--- src/rtl/imem_loader_pkg.sv ---
// imem_loader_pkg: shared loader state encoding and imem geometry
package imem_loader_pkg;
  localparam int IMEM_ADDR_W = 12;
  localparam int INSTR_W = 32;
  typedef enum logic [2:0] {IDLE, LEN_LO, LEN_HI, DATA, CHK, DONE, ERR} state_t;
endpackage

--- src/rtl/imem_word_packer.sv ---
// imem_word_packer: assembles four little-endian bytes into one instruction word
module imem_word_packer
  import imem_loader_pkg::*;
(
  input  logic               clock,
  input  logic               reset,
  input  logic               clear,
  input  logic               byte_en,
  input  logic [7:0]         byte_in,
  output logic [1:0]         byte_idx,
  output logic [INSTR_W-1:0] word,
  output logic               word_valid
);
  logic [23:0] low;
  // shift the first three bytes in from the top, so byte 0 lands in [7:0]; the fourth completes the word
  always_ff @(posedge clock or negedge reset)
    if (!reset) begin
      byte_idx <= '0;
      low <= '0;
      word <= '0;
      word_valid <= 1'b0;
    end else begin
      word_valid <= byte_en && byte_idx == 2'd3;
      if (clear) byte_idx <= '0;
      else if (byte_en) begin
        byte_idx <= byte_idx + 2'd1;
        if (byte_idx == 2'd3) word <= {byte_in, low};
        else low <= {byte_in, low[23:8]};
      end
    end
endmodule

--- src/rtl/imem_loader.sv ---
// imem_loader: framed byte-stream loader writing imem and gating the processor reset
module imem_loader
  import imem_loader_pkg::*;
#(
  parameter int ADDR_W = IMEM_ADDR_W,
  parameter int DEPTH = 4096
) (
  input  logic               clock,
  input  logic               reset,
  input  logic               start,
  input  logic               in_valid,
  input  logic [7:0]         in_data,
  output logic               in_ready,
  output logic               imem_wEn,
  output logic [ADDR_W-1:0]  imem_addr,
  output logic [INSTR_W-1:0] imem_dataIn,
  output logic               cpu_reset,
  output logic               busy,
  output logic               done,
  output logic               error
);
  localparam logic [15:0] MAXLEN = 16'(DEPTH);
  state_t state, nxt;
  logic [15:0] len, wcnt, len_full;
  logic [7:0] chk;
  logic [1:0] byte_idx;
  logic acc, idle, last_byte;
  assign acc = in_valid && in_ready;
  assign idle = state == IDLE || state == DONE || state == ERR;
  assign len_full = {in_data, len[7:0]};
  assign last_byte = acc && state == DATA && byte_idx == 2'd3;
  imem_word_packer u_packer (
    .clock(clock), .reset(reset), .clear(start && idle), .byte_en(acc && state == DATA),
    .byte_in(in_data), .byte_idx(byte_idx), .word(imem_dataIn), .word_valid(imem_wEn)
  );
  // next state: bytes only move the FSM when actually transferred
  always_comb begin
    nxt = state;
    case (state)
      LEN_LO: nxt = acc ? LEN_HI : state;
      LEN_HI: nxt = !acc ? state : len_full > MAXLEN ? ERR : len_full == 16'd0 ? CHK : DATA;
      DATA: nxt = last_byte && wcnt + 16'd1 == len ? CHK : state;
      CHK: nxt = !acc ? state : in_data == chk ? DONE : ERR;
      default: nxt = start ? LEN_LO : state;
    endcase
  end
  // state, registered status outputs, length/checksum capture and write address
  always_ff @(posedge clock or negedge reset)
    if (!reset) begin
      state <= IDLE;
      in_ready <= 1'b0;
      busy <= 1'b0;
      done <= 1'b0;
      error <= 1'b0;
      cpu_reset <= 1'b1;
      len <= '0;
      wcnt <= '0;
      chk <= '0;
      imem_addr <= '0;
    end else begin
      state <= nxt;
      in_ready <= nxt inside {LEN_LO, LEN_HI, DATA, CHK};
      busy <= nxt inside {LEN_LO, LEN_HI, DATA, CHK};
      done <= nxt == DONE;
      error <= nxt == ERR;
      cpu_reset <= nxt != DONE;
      if (start && idle) begin
        chk <= '0;
        wcnt <= '0;
      end
      if (acc && state inside {LEN_LO, LEN_HI, DATA}) chk <= chk ^ in_data;
      if (acc && state == LEN_LO) len[7:0] <= in_data;
      if (acc && state == LEN_HI) len[15:8] <= in_data;
      if (last_byte) begin
        wcnt <= wcnt + 16'd1;
        imem_addr <= wcnt[ADDR_W-1:0];
      end
    end
endmodule
--- config.mk ---
export PLATFORM = sky130hd
export DESIGN_NAME = imem_loader
export DESIGN_NICKNAME = d
export VERILOG_FILES = /design/src/rtl/imem_loader_pkg.sv /design/src/rtl/imem_word_packer.sv /design/src/rtl/imem_loader.sv
export SDC_FILE = /design/constraint.sdc
export NUM_CORES = 1
export LEC_CHECK = 0
export ABC_AREA = 1
export ABC_CLOCK_PERIOD_IN_PS = 5900
export BUFFER_PORTS_ARGS = -buffer_cell sky130_fd_sc_hd__clkbuf_2
export CORE_MARGIN = 2
export CORE_UTILIZATION = 55
export DETAILED_ROUTE_END_ITERATION = 10
export PLACE_DENSITY_LB_ADDON = 0.08
export SYNTH_ARGS = -nofsm -noshare
export SYNTH_HDL_FRONTEND = slang
export SYNTH_SLANG_ARGS = --single-unit
--- constraint.sdc ---
create_clock -name clock -period 5.9 [get_ports clock]
set_clock_uncertainty 0.2 [all_clocks]
set_input_delay 1.18 -clock clock [delete_from_list [all_inputs] [get_ports clock]]
set_output_delay 1.18 -clock clock [all_outputs]
set_load 0.01 [all_outputs]
=== Yosys cells after proc, flatten, opt, wreduce, memory -nomap -nowiden ===
Cells that the tools add are included.

* Add/subtract/negate cells: 2
* Magnitude comparators: 1
* Eq/ne operators: 16
* Mux-type cells: 15
* Bitwise operators: 3
* Reductions and logical operators: 19

{| class="wikitable"
|+ Operators with widths
! cell !! number
|-
| $mux 16 || 2
|-
| $mux 3 || 7
|-
| $eq 3x3->1 const B || 6
|-
| $add 16x1->16 const B || 1
|-
| $eq 16x16->1 || 1
|-
| $gt 16x13->1 const B || 1
|-
| $logic_not 16->1 || 1
|-
| $mux 8 || 2
|-
| $eq 3x2->1 const B || 4
|-
| $pmux 3 s4 || 1
|-
| $eq 8x8->1 || 1
|-
| $logic_and 1x1->1 || 8
|-
| $xor 8x8->8 || 1
|-
| $eq 3x1->1 const B || 2
|-
| $mux 2 || 3
|-
| $reduce_and 3->1 || 2
|-
| $reduce_bool 2->1 || 3
|-
| $reduce_bool 4->1 || 1
|-
| $logic_not 3->1 || 1
|-
| $ne 3x3->1 const B || 1
|-
| $reduce_bool 3->1 || 1
|-
| $add 2x1->2 const B || 1
|-
| $eq 2x2->1 const B || 1
|-
| $logic_or 1x1->1 || 2
|-
| $not 1->1 || 2
|}

* Register bits: 118
* Bits of input ports: 12

=== Depth between registers and ports, before layout ===
Gate-level depths: netlist of run 1.

* Word-level depth: 8
* Gate-level depth with buffers: 19

=== Cells and area by module ===
A second synthesis of run 1 with hierarchy kept.

* Cells, all modules: 683
* Area total of the unflattened synthesis: 5751.8 um2

{| class="wikitable"
|+ Modules (own cells, without submodules)
! module !! times used !! cells each !! area each (um2) !! sequential area each (um2)
|-
| imem_loader || 1 || 420 || 3318.2 || 1477.7
|-
| imem_word_packer || 1 || 263 || 2433.6 || 1476.4
|}

=== Worst setup path before layout of run 1 ===
Ideal clock, no wire load.

* Path kind: in2reg
* From: input in_valid
* To: register busy
* Setup time: 0.113 ns
* Data arrival time: 2.455 ns
* Setup slack: 3.132 ns
* Stages: 15
* Cells stage by stage: nand2_1 -> clkinv_1 -> nand3_4 -> nor2_1 -> nand3_1 -> nor2_1 -> nand3_1 -> nor2_1 -> nand2_1 -> nand2_2 -> nand2_4 -> nor2_8 -> nand3_1 -> nand2_1 -> inv_1

* Word-level cells in the longest chain between the ends: 8

{| class="wikitable"
|+ Ends and longest elaborated chain
! item !! RTL line !! text
|-
| start, declared || imem_loader.sv:11 || <nowiki>input logic in_valid,</nowiki>
|-
| $logic_and 1x1->1 (*) || imem_loader.sv:28 || <nowiki>assign acc = in_valid && in_ready;</nowiki>
|-
| $logic_and 1x1->1 (2 in a row) || imem_loader.sv:31 || <nowiki>assign last_byte = acc && state == DATA && byte_idx == 2'd3;</nowiki>
|-
| $logic_and 1x1->1 || imem_loader.sv:42 || <nowiki>DATA: nxt = last_byte && wcnt + 16'd1 == len ? CHK : state;</nowiki>
|-
| $mux 3 || imem_loader.sv:42 ||
|-
| $pmux 3 s4 (*) || imem_loader.sv:39 || <nowiki>case (state)</nowiki>
|-
| $eq 3x1->1 (tied with other cells) || imem_loader.sv:63 || <nowiki>busy <= nxt inside {LEN_LO, LEN_HI, DATA, CHK};</nowiki>
|-
| $reduce_bool 4->1 (*) || imem_loader.sv:63 ||
|-
| end signal, assigned || imem_loader.sv:63 ||
|-
| end, declared || imem_loader.sv:18 || <nowiki>output logic busy,</nowiki>
|}

Mark *: on every way between the ends. The rest lies on a longest branch, timed or not.
A chain may end at the register's enable or synchronous reset.

=== Worst setup path after layout of run 1 ===
* From: input in_valid
* To: register busy

* Word-level cells in the longest chain between the ends: 8

{| class="wikitable"
|+ Ends and longest elaborated chain
! item !! RTL line !! text
|-
| $logic_and 1x1->1 (*) || imem_loader.sv:28 ||
|-
| $logic_and 1x1->1 (2 in a row) || imem_loader.sv:31 ||
|-
| $logic_and 1x1->1 || imem_loader.sv:42 ||
|-
| $mux 3 || imem_loader.sv:42 ||
|-
| $pmux 3 s4 (*) || imem_loader.sv:39 ||
|-
| net nxt[2] || imem_loader.sv:23 || <nowiki>state_t state, nxt;</nowiki>
|-
| $eq 3x1->1 (tied with other cells) || imem_loader.sv:63 ||
|-
| $reduce_bool 4->1 (*) || imem_loader.sv:63 ||
|}

The timed path passes the listed nets; every way through them passes the cells marked *.

==> results of run 1 <==
==> cells in the final DEF, fill, tap and decap left out, drive strengths merged, types with 9 or more instances in the layout <==
cell | netlist | routed
nor2 | 41 | 41
nand3 | 58 | 58
a21oi | 13 | 13
o21ai | 80 | 80
dfrtp | 117 | 117
nand4 | 9 | 9
xor2 | 10 | 10
nand2 | 194 | 194
clkbuf | 15 | 80
inv | 65 | 69
==> per-layer routing <==
| metal | GRT usage (%) | up-vias | wire, um |
|---|---|---|---|
| met5 | 0 | - | 0 |
| met4 | 8.704 | 0 | 170 |
| met2 | 37.42 | 128 | 5426 |
| met1 | 34.27 | 2111 | 5739 |
| met3 | 5.511 | 15 | 634 |
| li1 | - | 2219 | - |
==> flip-flops by register name (all words and copies together) (netlist names), 2 cells and up <==
register	cells
chk	8
u_packer.word	32
wcnt	16
imem_addr	12
len	16
u_packer.low	24
u_packer.byte_idx	2
state	3
==> synth_stat cells (3+ instances only) <==
| cell type | count |
|---|---|
| sky130_fd_sc_hd__o21ai_0 | 79 |
| sky130_fd_sc_hd__nand2_1 | 187 |
| sky130_fd_sc_hd__nor3_1 | 3 |
| sky130_fd_sc_hd__nor2_1 | 32 |
| sky130_fd_sc_hd__nor2_2 | 3 |
| sky130_fd_sc_hd__buf_1 | 5 |
| sky130_fd_sc_hd__nor4_1 | 3 |
| sky130_fd_sc_hd__xor2_1 | 10 |
| sky130_fd_sc_hd__clkbuf_1 | 15 |
| sky130_fd_sc_hd__nand2_2 | 6 |
| sky130_fd_sc_hd__inv_1 | 60 |
| sky130_fd_sc_hd__nand3_1 | 55 |
| sky130_fd_sc_hd__nand4_1 | 9 |
| sky130_fd_sc_hd__xnor2_1 | 3 |
| sky130_fd_sc_hd__a21oi_1 | 13 |
| sky130_fd_sc_hd__nor2_4 | 4 |
| sky130_fd_sc_hd__dfrtp_1 | 117 |
| sky130_fd_sc_hd__o22ai_1 | 8 |
| sky130_fd_sc_hd__inv_2 | 5 |
==> where the power goes <==
part | internal, W | total, W | switching (W)
registers | 0.00100 | 0.00113 | 0.000128
clock network | 0.000553 | 0.000934 | 0.000380
logic | 0.000236 | 0.000663 | 0.000427
==> worst min path at each step <==
stage | from | end | cells past startpoint
after floorplan | u_packer.low[0]$_DFFE_PN0P_ | u_packer.word[0]$_DFFE_PN0P_ | 2
after global placement | u_packer.low[7]$_DFFE_PN0P_ | u_packer.word[7]$_DFFE_PN0P_ | 2
after detailed placement | u_packer.low[3]$_DFFE_PN0P_ | u_packer.word[3]$_DFFE_PN0P_ | 2
after CTS | u_packer.low[7]$_DFFE_PN0P_ | u_packer.word[7]$_DFFE_PN0P_ | 2
after global routing | u_packer.word[21]$_DFFE_PN0P_ | u_packer.word[21]$_DFFE_PN0P_ | 2
final | u_packer.low[7]$_DFFE_PN0P_ | u_packer.word[7]$_DFFE_PN0P_ | 2
==> worst max-delay path, cell delays in order <==
cell and delay [ns]:
sky130_fd_sc_hd__clkbuf_2 0.08, sky130_fd_sc_hd__nand2_1 0.12, sky130_fd_sc_hd__clkinv_1 0.19, sky130_fd_sc_hd__nand3_4 0.61, sky130_fd_sc_hd__nor2_1 0.36, sky130_fd_sc_hd__nand3_1 0.11
sky130_fd_sc_hd__a21oi_1 0.16, sky130_fd_sc_hd__nand2_1 0.08, sky130_fd_sc_hd__nor2_1 0.09, sky130_fd_sc_hd__nand3_1 0.09, sky130_fd_sc_hd__nand2_1 0.09, sky130_fd_sc_hd__nand2_2 0.08
sky130_fd_sc_hd__inv_2 0.08, sky130_fd_sc_hd__nand2_1 0.05, sky130_fd_sc_hd__nand2_1 0.05, sky130_fd_sc_hd__inv_1 0.04
==> cell type report <==
type | count | area (um^2) | area share, %
multi-input combinational | 437 | 2160 | 33.75
tap | 133 | 166.4 | 2.601
clock inverter | 12 | 92.59 | 1.447
clock buffer | 20 | 455.4 | 7.118
inverter | 66 | 247.7 | 3.872
timing repair buffer | 63 | 322.8 | 5.045
sequential | 118 | 2954 | 46.17
==> per-stage QoR <==
step / hold slack (ns) / cell area (um^2) / total power (W) / worst slack [ns]
floorplan: 0.2422 / 5444 / 0.001605 / 3.132
global placement: 0.2557 / 5851 / 0.001771 / 2.177
detailed placement: 0.2611 / 5851 / 0.001799 / 2.060
CTS: 0.2761 / 6399 / 0.002740 / 2.601
global route: 0.3058 / 6399 / 0.002903 / 2.373
finish: 0.2715 / 6399 / 0.002726 / 2.642
==> kinds of logic after synthesis <==
group	Yosys count	share of synthesized area, %
AND/OR/NAND/NOR	315	26.25
flip-flops	118	54.26
AO/OA/AOI/OAI	105	10.04
buffers and inverters	87	6.068
XOR/XNOR	15	2.919
adder cells (fa/ha/maj)	2	0.4596
==> results list, run 1 <==
* Outcome: complete, no violations
- Fmax: roughly 310 MHz
- DRC violation count after routing: 0
- Nets in the synthesized netlist: 656
- The worst setup path is launched from an input port.
- A synthesized cell averages about 8.5 um^2.
* WP data arrival: 3.47 ns
- Fraction of synthesized cell area taken by the top area cell type: 53.78%
- Worst setup endpoint: busy$_DFF_PN0_
* Minimum period implied by the final worst setup slack: 3.258 ns
- Maximum number of pins on one net before global-route repair: 83
- Wire length of the first global-routing pass: 19.99 mm
* Fraction of final layout cells with drive strength greater than 1: 17.04%
* Setup bufs post-CTS: 0
- Once the floorplan was initialized, standard cells occupied a little under three fifths of the core.
- The die is 103.5 um tall.
- For this run the aggregate overflow at the end of global routing stands at 0.
* Crit path launch: in_valid
- The worst register-to-register path has a setup slack of 2.99 ns.
- Post-synthesis register bit count: 118
- H-Tree Depth: 4
* Maximum fanout encountered on the critical timing path: 82
- Placed Cells: 817
* Non-filler cells in the finished layout: about 850
- Diode insertion count for antenna repair: 0
- At the end of the flow the core is filled with cells to 66.07%.
- For this run, asynchronously set or reset flops after synthesis account for 100.0%.
* Static power due to leakage: 3.261 nW
- Yosys mapped a number of flops with a built-in enable equal to 0.
* Warnings, synthesis: 0
* Row cnt: 36
- Number of vias in the routed layout: 4,473
- Actual transition at the worst max-transition pin: roughly 0.85 ns
* Setup violation total in the final timing report: 0
- The worst setup path is captured at a flop.
- In this run the standard cell core region covers 9684 um^2.
- Path class of the lowest-slack min-delay path: flop to flop
- Buffers inserted to repair hold after CTS numbered 0.
- In the final routed layout, each cell accounts on average for 14.10 um.
- The number of global-route vias before repair is roughly 4.2k.
- Number of cells on the worst reg-to-reg path: 15
- After layout, the worst path uses 55.22% of the clock period.
* Post-Syn Instances: 642
- The critical path in this run is classified as input port to flop.
- Using the TritonRoute via totals, the vias-per-cell ratio works out to 5.269.
- The detailed router finished its first iteration with between 200 and 250 violations.
- Unrepaired setup endpoints after global routing: no
- Post-Syn Area: between 5000 and 6000 um^2
* NumNets Final: between 700 and 800
* CP required: 6.11 ns
* Maximum VDD drop: roughly 0.22 mV
* Most used flip-flop cell after synthesis: sky130_fd_sc_hd__dfrtp_1
- Clock latency reported for the late side of the worst-skew pair: 0.52 ns
- # resized after CTS: 0
- Cell type with the highest aggregate area in the netlist: sky130_fd_sc_hd__dfrtp_1
- RD Place Congestion: 0.8447
- Max-slew violation count: 0
- After synthesis, the netlist uses 38 different library cells.
- Max-Slew Margin vs Limit: 43.25%
- Area grow syn2layout: 17.54%
- Sequential cells were found to cover 54.26% of the synthesized design area.
- Endpoint of the worst register-to-register path: busy$_DFF_PN0_
- 62 I/O pins were placed.
* Final antenna-violating net count: 0
- The clock drives approximately 120 sinks.
* Reg-to-Reg Start: busy$_DFF_PN0_
- The first detailed-routing pass took 4 iterations.
* Dpl hpwl: just over 8 mm
- The die covers between 10,000 and 15,000 um^2.
* Cell Pwr Density: 426.0 nW/um^2
* Clock-pin transition on the worst setup and hold timing paths: ~0.06 ns
- Input and output buffers added on the ports amount to 61.
- Fillers: 823
* Max Cap Violations: 0
- Die Width: 103.5 um
- For this block, the routed nets add up to 11.97 mm of wire.
- CTS Root Cell: sky130_fd_sc_hd__clkbuf_8
* Gr usage total: 24.36%
- Final setup TNS: 0 ns
- The number of antenna violations at the first check in global routing was 0.
* Number of hold violations in the final report: 0
- TritonCTS built the clock tree.
* Number of buffers inserted during clock tree synthesis: 17
* Largest cells by area after synthesis: sky130_fd_sc_hd__dfrtp_1 54%, sky130_fd_sc_hd__nand2_1 13%, sky130_fd_sc_hd__o21ai_0 7.3%, sky130_fd_sc_hd__nand3_1 5.1%, sky130_fd_sc_hd__inv_1 4.1%
- Maximum clock insertion buffer count: 2
No activity file was read; power rests on OpenSTA's default activity.
==> run 2, diff against run 1 <==
--- a/config.mk
+++ b/config.mk
@@ -6,10 +6,10 @@
 export NUM_CORES = 1
 export LEC_CHECK = 0
 export ABC_AREA = 1
-export ABC_CLOCK_PERIOD_IN_PS = 5900
+export ABC_CLOCK_PERIOD_IN_PS = 2900
 export BUFFER_PORTS_ARGS = -buffer_cell sky130_fd_sc_hd__clkbuf_2
 export CORE_MARGIN = 2
-export CORE_UTILIZATION = 55
+export CORE_UTILIZATION = 53
 export DETAILED_ROUTE_END_ITERATION = 10
 export PLACE_DENSITY_LB_ADDON = 0.08
 export SYNTH_ARGS = -nofsm -noshare
==> constraint.sdc (replaced) <==
create_clock -name clock -period 2.9 [get_ports clock]
set_clock_uncertainty 0.2 [all_clocks]
set_input_delay 0.58 -clock clock [delete_from_list [all_inputs] [get_ports clock]]
set_output_delay 0.58 -clock clock [all_outputs]
set_load 0.01 [all_outputs]
==> run 2 against run 1 <==
Effect of this change: combinational power rose by 110%; register-to-register slack got worse by 2.5 ns; via count is 2.1% higher; clock power grew 110%; power up 110%; design area is 1.6% higher; setup slack got worse by 2.2 ns; non-clock buffer count up 9; sequential power is 100% higher; routed wire length rose by 5.7%; critical endpoint unchanged; largest power group unchanged.
==> results list, run 2 (same netlist as run 1, synthesis figures left out) <==
- Vias per cell: 5.331 (was 5.269)
* Fillers: 847 (was 823)
* CP required: 3.12 ns (was 6.11 ns)
- The wire length of the first global-routing pass was 21.41 mm (was 19.99 mm).
- The count of antenna-violating nets left after detailed routing was 0 (unchanged).
* Maximum number of pins on one net before global-route repair: 119 (was 83)
- The maximum number of buffers from clock root to sink was 2 (unchanged).
- Actual transition at the worst max-transition pin: 0.6203 ns (was 0.8513 ns)
* RD Place Congestion: 0.9473 (was 0.8447)
- The share of final-layout standard cells stronger than drive strength 1 came to 17.40% (was 17.04%).
- The post-route non-filler standard cell count was 857 (was 849).
- Area taken by multi-input logic gates: 2160 um^2 (unchanged)
- Number of buffers inserted during clock tree synthesis: 17 (unchanged)
- Dpl hpwl: 8.790 mm (was 8.211 mm)
- Fmax: 412.1 MHz
- The effective utilization at floorplan was 55.19% (was 56.21%).
* Startpoint kind of the worst setup timing path: flop (was input port)
- Path class of the lowest-slack min-delay path: input port to flop (was flop to flop)
* Area grow syn2layout: 19.37% (was 17.54%)
* Maximum VDD drop: 0.5620 mV (was 0.2223 mV)
- The setup TNS was 0 ns (unchanged).
- CTS Root Cell: sky130_fd_sc_hd__clkbuf_8 (unchanged)
* Max Cap Violations: 0 (unchanged)
- The total power consumption of the routed design was 0.005696 W (was 0.002726 W).
- The floorplan row count was 36 (unchanged).
* Detailed router's first-iteration violation count: 219 (was 203)
* # resized after CTS: 0 (unchanged)
- The final net count came to 726 (was 717).
* TritonCTS clock tree: yes (unchanged)
- The width of the chip came to 105.4 um (was 103.5 um).
- The number of global-route vias before repair was 4,458 (was 4,208).
- Cell Pwr Density: 876.5 nW/um^2 (was 426.0 nW/um^2)
- Number of top-level design ports: 62 (unchanged)
- Commonest cells after routing, fill and taps aside: 187 x sky130_fd_sc_hd__nand2_1, 117 x sky130_fd_sc_hd__dfrtp_1, 79 x sky130_fd_sc_hd__o21ai_0 (unchanged).
- Routed length per instance: 14.76 um (was 14.10 um)
* Max-Slew Margin vs Limit: 58.33% (was 43.25%)
- For the finished layout, the period the worst path requires is 2.427 ns.
* Number of vias in the routed layout: 4,569 (was 4,473)
- Worst hold margin: 0.1893 ns (was 0.2715 ns)
* Outcome: complete, no violations (unchanged)
* Instance area after placement: 5923 um^2 (was 5851 um^2)
- Die span in y: 105.4 um (was 103.5 um)
* Static power due to leakage: 3.320 nW (was 3.261 nW)
* Max-slew violation count: 0 (unchanged)
* Clock latency reported for the late side of the worst-skew pair: 0.52 ns (about the same)
- WP data arrival: 2.64 ns (was 3.47 ns)
- Total Die Area: 11,100 um^2 (was 10,710 um^2)
- The number of cells in the design after placement was 825 (was 817).
- Most common cell after layout, fill and taps aside: sky130_fd_sc_hd__nand2_1 (unchanged)
* Diode insertion count for antenna repair: 0 (unchanged)
- The number of buffers inserted by port buffering was 61 (unchanged).
* Gr usage total: 24.32% (was 24.36%)
* Cell chain of the critical path: ha_1, nand2_1, nor2_8, nand3_2, nand2_1, nand2_1, nand2_1, nand2_1, or2_0, nor2_1, nand3_1, nand2_1, nand2_2, inv_2, nand2_1, nand2_1, inv_1 (was clkbuf_2, nand2_1, clkinv_1, nand3_4, nor2_1, nand3_1, a21oi_1, nand2_1, nor2_1, nand3_1, nand2_1, nand2_2, inv_2, nand2_1, nand2_1, inv_1)
- Remaining Overflow, GRT: 0 (unchanged)
- The kind of end point of the critical path is a flop (unchanged).
* Max FFs per register: 32 (unchanged)
- Most common cell on crit path: sky130_fd_sc_hd__nand2_1 (unchanged)
- The core footprint is 9864 um^2 (was 9684 um^2).
* Register-to-Register Setup Slack: 0.47 ns (was 2.99 ns)
- Setup violation total in the final timing report: 0 (unchanged)
* Worst Path Class, Setup: flop to flop (was input port to flop)
- The total detailed-routing wirelength was 12.65 mm (was 11.97 mm).
- Register with the most flip-flops: u_packer.word (unchanged)
- Number of hold violations in the final report: 0 (unchanged)
* Antenna violations before repair: 0 (unchanged)
- The clock edge transition at the registers on the reported setup and hold paths came to 0.05 ns (was 0.06 ns).
- The sink count of the clock tree was 118 (unchanged).
* Maximum fanout encountered on the critical timing path: 9 (was 82)
- Critical Path Slowest Stage Cell: sky130_fd_sc_hd__dfrtp_1 (was sky130_fd_sc_hd__nand3_4)
- The depth of the CTS H-tree was 4 (unchanged).
* Register area: 2954 um^2 (unchanged)
* Largest registers: u_packer.word (32), u_packer.low (24) (unchanged)
- The final critical path takes up 83.68% of the cycle.
- Unrepaired setup endpoints after global routing: no (unchanged).
* DRC violation count after routing: 0 (unchanged)
* 1st-pass router iterations: 5 (was 4)
- The final design instance area without fill is 6499 um^2 (was 6399 um^2).
- The largest stage delay on the critical path is 0.42 ns (was 0.61 ns).
run 2: routing by layer:
| layer | vias up | GRT usage [%] | wire length [um] |
|---|---|---|---|
| met2 | 174 | 36.73 | 5758 |
| met5 | - | 0 | 0 |
| met1 | 2154 | 32.86 | 5716 |
| li1 | 2220 | - | - |
| met3 | 21 | 7.483 | 970 |
| met4 | 0 | 9.619 | 206 |
run 2: timing repair:
action,4_1_cts,5_1_grt
hold buffers,1,0
hold endpoints to repair,117,0
buffers inserted,0,0
run 2: path summary, 6_finish.rpt:
kind	from	end	cells after the start
worst max-delay path	wcnt[0]$_DFFE_PN0P_	busy$_DFF_PN0_	17
worst min-delay path	in_data[2]	len[10]$_DFFE_PN0P_	3
worst max register to register	wcnt[0]$_DFFE_PN0P_	busy$_DFF_PN0_	17
worst min register to register	u_packer.word[0]$_DFFE_PN0P_	u_packer.word[0]$_DFFE_PN0P_	2
max in group asynchronous	reset	u_packer.word[15]$_DFFE_PN0P_	3
min in group asynchronous	reset	wcnt[11]$_DFFE_PN0P_	3
run 2: final cells by class:
class / count / share of cell area (%)
clock inverters: 8 / 1.521
inverters: 66 / 3.812
multi-input cells: 437 / 33.23
flip-flops and latches: 118 / 45.46
well taps: 133 / 2.561
repair buffers: 72 / 6.238
clock buffers: 23 / 7.181
run 2: worst max-delay path: cells and delay by family, from the launching register on:
family / cells / cell delay [ns]
and+or+nand+nor: 14 / 1.37
buffers and inverters: 2 / 0.11
DFF: 1 / 0.42
adders and majority gates: 1 / 0.22
run 2: per-stage QoR:
step | utilization (%) | worst slack (ns)
after floorplan | - | 0.7321
after global placement | 60.05 | 0.5587
after detailed placement | 60.05 | 0.4666
after CTS | 65.88 | 0.4693
after global routing | 65.88 | 0.1769
final | 65.88 | 0.4733
run 2: power by group:
group / internal [W] / switching, W
Combinational: 0.000508 / 0.000880
Sequential: 0.00204 / 0.000274
Clock: 0.00128 / 0.000717
==> run 3, diff against run 2 <==
--- a/config.mk
+++ b/config.mk
@@ -6,7 +6,7 @@
 export NUM_CORES = 1
 export LEC_CHECK = 0
 export ABC_AREA = 1
-export ABC_CLOCK_PERIOD_IN_PS = 2900
+export ABC_CLOCK_PERIOD_IN_PS = 2100
 export BUFFER_PORTS_ARGS = -buffer_cell sky130_fd_sc_hd__clkbuf_2
 export CORE_MARGIN = 2
 export CORE_UTILIZATION = 53
==> constraint.sdc (replaced) <==
create_clock -name clock -period 2.1 [get_ports clock]
set_clock_uncertainty 0.2 [all_clocks]
set_input_delay 0.42 -clock clock [delete_from_list [all_inputs] [get_ports clock]]
set_output_delay 0.42 -clock clock [all_outputs]
set_load 0.01 [all_outputs]
==> run 3 against run 2 <==
Effect of this change: the flow now finishes with violations (setup timing); maximum frequency increased by 4.6%; sequential share of layout area down 3.9 points; setup slack got worse by 0.69 ns; flip-flop and latch count unchanged; design area increased by 9.6%; register-to-register slack lost 0.69 ns; via count up 5.8%; largest cell class unchanged; combinational power increased by 59%; clock-buffer cell count shrank 4; sequential power rose by 38%; core utilization is 6.3 points higher; die area unchanged; critical endpoint unchanged.
==> results list, run 3 (same netlist as run 1, synthesis figures left out) <==
- Outcome: finished with violations (was complete, no violations).
- Failing checks: setup timing
- Crit-path max cell delay: 0.40 ns (was 0.42 ns)
- Max-slew violation count: 0 (unchanged)
- TritonCTS clock tree: yes (unchanged)
- The critical-path cell with the highest stage delay was sky130_fd_sc_hd__dfrtp_1 (unchanged).
- Total Die Area: 11,100 um^2 (unchanged)
* Maximum number of pins on one net before global-route repair: 51 (was 119)
- The number of iterations in the first detailed-routing pass is 5 (unchanged).
* Minimum period implied by the final worst setup slack: 2.320 ns (was 2.427 ns)
- The start of the worst register-to-register path is wcnt[0]$_DFFE_PN0P_ (unchanged).
* Remaining Overflow, GRT: 0 (unchanged)
- Crit path launch: wcnt[0]$_DFFE_PN0P_ (unchanged)
* Antenna violations before repair: 0 (unchanged)
- The most prevalent standard cell on the critical path is sky130_fd_sc_hd__nand2_1 (unchanged).
- The number of cells on the worst reg-to-reg path was 17 (unchanged).
- Setup violation total in the final timing report: 7 (was 0)
- The share of the cycle needed by the critical path after routing is 110.5% (was 83.68%).
- The setup slack of the worst register-to-register path came to -0.22 ns (was 0.47 ns).
* Routed length per instance: 14.85 um (was 14.76 um)
* Most common cell after layout, fill and taps aside: sky130_fd_sc_hd__nand2_1 (unchanged)
* Number of hold violations in the final report: 0 (unchanged)
- Number of buffers inserted during clock tree synthesis: 17 (unchanged)
- Final antenna-violating net count: 0 (unchanged)
- The static power due to leakage was 3.634 nW (was 3.320 nW).
* Area grow syn2layout: 30.84% (was 19.37%)
- The final weighted congestion in routability-driven placement was 0.8871 (was 0.9473).
* Placed Cells: 874 (was 825)
* Sinks on Clock Net: 118 (unchanged)
* Gr usage total: 26.60% (was 24.32%)
- Maximum clock insertion buffer count: 2 (unchanged)
* Row cnt: 36 (unchanged)
- Kind of end point of the critical path: flop (unchanged)
- Clock-pin transition on the worst setup and hold timing paths: 0.06 ns (was 0.05 ns)
- Max Cap Violations: 0 (unchanged)
* Number of buffers inserted by port buffering: 61 (unchanged)
- The setup TNS is -1.103 ns (was 0 ns).
- The arrival time reported for the critical path endpoint came to 2.53 ns (was 2.64 ns).
- Largest registers: u_packer.word (32), u_packer.low (24) (unchanged).
* Final worst slack: -0.2204 ns (was 0.4733 ns)
- The buffering stage count on the worst path with inverters included came to 2 (unchanged).
- Non-filler cells in the finished layout: 916 (was 857)
- The number of flip-flops under the largest register name is 32 (unchanged).
* Startpoint kind of the worst setup timing path: flop (unchanged)
- Diode insertion count for antenna repair: 0 (unchanged)
- The family with the most delay on the worst path is simple AND/OR/NAND/NOR gates (unchanged).
- Wire length of the first global-routing pass: 23.14 mm (was 21.41 mm)
- The logic depth of the worst path, buffers included is 17 (unchanged).
- Endpoint of the worst register-to-register path: busy$_DFF_PN0_ (unchanged)
* Commonest cells after routing, fill and taps aside: 176 x sky130_fd_sc_hd__nand2_1, 115 x sky130_fd_sc_hd__dfrtp_1, 78 x sky130_fd_sc_hd__o21ai_0 (was 187 x sky130_fd_sc_hd__nand2_1, 117 x sky130_fd_sc_hd__dfrtp_1, 79 x sky130_fd_sc_hd__o21ai_0)
- The core footprint was 9864 um^2 (unchanged).
- The total power consumption of the routed design was 0.008410 W (was 0.005696 W).
- The register with the most flip-flops is u_packer.word (unchanged).
- The kind of path behind the tightest hold check is input port to flop (unchanged).
- Via count of the first global-routing pass: 4,684 (was 4,458)
- The total detailed-routing wirelength was 13.60 mm (was 12.65 mm).
- Fillers: 754 (was 847)
* Number of vias in the routed layout: 4,836 (was 4,569)
* Worst setup endpoint: busy$_DFF_PN0_ (unchanged)
* Unrepaired setup endpoints after global routing: yes (was no)
- Maximum fanout encountered on the critical timing path: 5 (was 9)
- Die Width: 105.4 um (unchanged)
- Cell chain of the critical path: ha_4, nand2_8, nor2_8, nand3_2, nand2_2, nand2_2, nand2_1, nand2_1, or2_0, nor2_1, nand3_1, nand2_1, nand2_2, inv_2, nand2_1, nand2_1, inv_1 (was ha_1, nand2_1, nor2_8, nand3_2, nand2_1, nand2_1, nand2_1, nand2_1, or2_0, nor2_1, nand3_1, nand2_1, nand2_2, inv_2, nand2_1, nand2_1, inv_1)
- Initial standard-cell utilization of the core: 55.19% (unchanged)
- Actual transition at the worst max-transition pin: 0.4334 ns (was 0.6203 ns)
- The clock tree root buffer cell is sky130_fd_sc_hd__clkbuf_8 (unchanged).
- NumNets Final: 784 (was 726)
- The maximum frequency from static timing analysis is 431.0 MHz (was 412.1 MHz).
* Vias per cell: 5.279 (was 5.331)
* Maximum VDD drop: 0.6832 mV (was 0.5620 mV)
- The die height is 105.4 um (unchanged).
* Detailed router's first-iteration violation count: 284 (was 219)
* H-Tree Depth: 4 (unchanged)
- The clock latency on the worst-skew pair is 0.52 ns (about the same).
- Fraction of final layout cells with drive strength greater than 1: 26.44% (was 17.40%)
- The worst endpoint required time was 2.31 ns (was 3.12 ns).
* Number of top-level design ports: 62 (unchanged)
- Cell Pwr Density: 1181 nW/um^2 (was 876.5 nW/um^2)
- Dpl hpwl: 9.332 mm (was 8.790 mm)
- Max-Slew Margin vs Limit: 71.10% (was 58.33%)
* DRC violation count after routing: 0 (unchanged)
- The type of the setup path with the least slack is flop to flop (unchanged).
run 3: report_power, final:
group	leakage (nW)	switching (W)	total, W	internal (W)
Combinational	1.79	0.00131	0.00221	0.000898
Sequential	1.55	0.000377	0.00319	0.00281
Clock	0.290	0.00107	0.00302	0.00194
run 3: worst reg2reg max path, cell delays in order (launching register included):
cell and delay (ns):
sky130_fd_sc_hd__dfrtp_1 0.40, sky130_fd_sc_hd__ha_4 0.21, sky130_fd_sc_hd__nand2_8 0.08, sky130_fd_sc_hd__nor2_8 0.14, sky130_fd_sc_hd__nand3_2 0.10, sky130_fd_sc_hd__nand2_2 0.10, sky130_fd_sc_hd__nand2_2 0.06, sky130_fd_sc_hd__nand2_1 0.06
sky130_fd_sc_hd__nand2_1 0.06, sky130_fd_sc_hd__or2_0 0.19, sky130_fd_sc_hd__nor2_1 0.11, sky130_fd_sc_hd__nand3_1 0.10, sky130_fd_sc_hd__nand2_1 0.11, sky130_fd_sc_hd__nand2_2 0.08, sky130_fd_sc_hd__inv_2 0.09, sky130_fd_sc_hd__nand2_1 0.05
sky130_fd_sc_hd__nand2_1 0.05, sky130_fd_sc_hd__inv_1 0.03
run 3: how the worst min path moves through the flow:
| stage | from | end | slack, ns | cells after the start |
|---|---|---|---|---|
| floorplan | reset | busy$_DFF_PN0_ | -0.08 | 0 |
| global placement | reset | imem_addr[11]$_DFFE_PN0P_ | 0.16 | 1 |
| detailed placement | reset | imem_addr[11]$_DFFE_PN0P_ | 0.16 | 1 |
| CTS | in_data[3] | len[11]$_DFFE_PN0P_ | 0.06 | 3 |
| global route | in_data[0] | len[8]$_DFFE_PN0P_ | 0.09 | 4 |
| finish | in_data[3] | len[11]$_DFFE_PN0P_ | 0.08 | 3 |
run 3: per-stage QoR:
| step | setup slack, ns | hold slack, ns | util, % | area, um^2 |
|---|---|---|---|---|
| 6_report | -0.2204 | 0.07666 | 72.21 | 7123 |
| 5_1_grt | -0.3840 | 0.08918 | 72.21 | 7123 |
| 4_1_cts | -0.1672 | 0.05965 | 71.56 | 7059 |
| 3_5_place_dp | -0.2267 | 0.1645 | 64.28 | 6341 |
| 3_3_place_gp | -0.1834 | 0.1614 | 64.28 | 6341 |
| 2_1_floorplan | -0.009203 | -0.07559 | - | 5469 |
run 3: cell type report:
| type | count | area (um^2) | area share [%] |
|---|---|---|---|
| Tap cell | 133 | 166.4 | 2.336 |
| Clock buffer | 19 | 421.7 | 5.920 |
| Clock inverter | 13 | 195.2 | 2.740 |
| Sequential cell | 118 | 2957 | 41.51 |
| Inverter | 66 | 247.7 | 3.478 |
| Multi-Input combinational cell | 438 | 2273 | 31.92 |
| Timing Repair Buffer | 129 | 862.1 | 12.10 |
run 3: repair_timing:
action | in CTS | in global routing
hold buffers | 1 | 0
cloned | 1 | 0
endpoints found under the setup margin | 7 | 19
hold endpoints to repair | 98 | 0
resized for setup | 14 | 11
pin swaps | 8 | 5
setup buffers | 4 | 4
run 3: routing by layer:
metal	wire (um)	track usage, %	vias to the layer above	part of all wire (%)
met1	6187	36.82	2306	45
li1	-	-	2348	-
met3	784	6.122	17	5.8
met5	0	0	-	0
met4	199	8.000	0	1.5
met2	6433	41.94	165	47
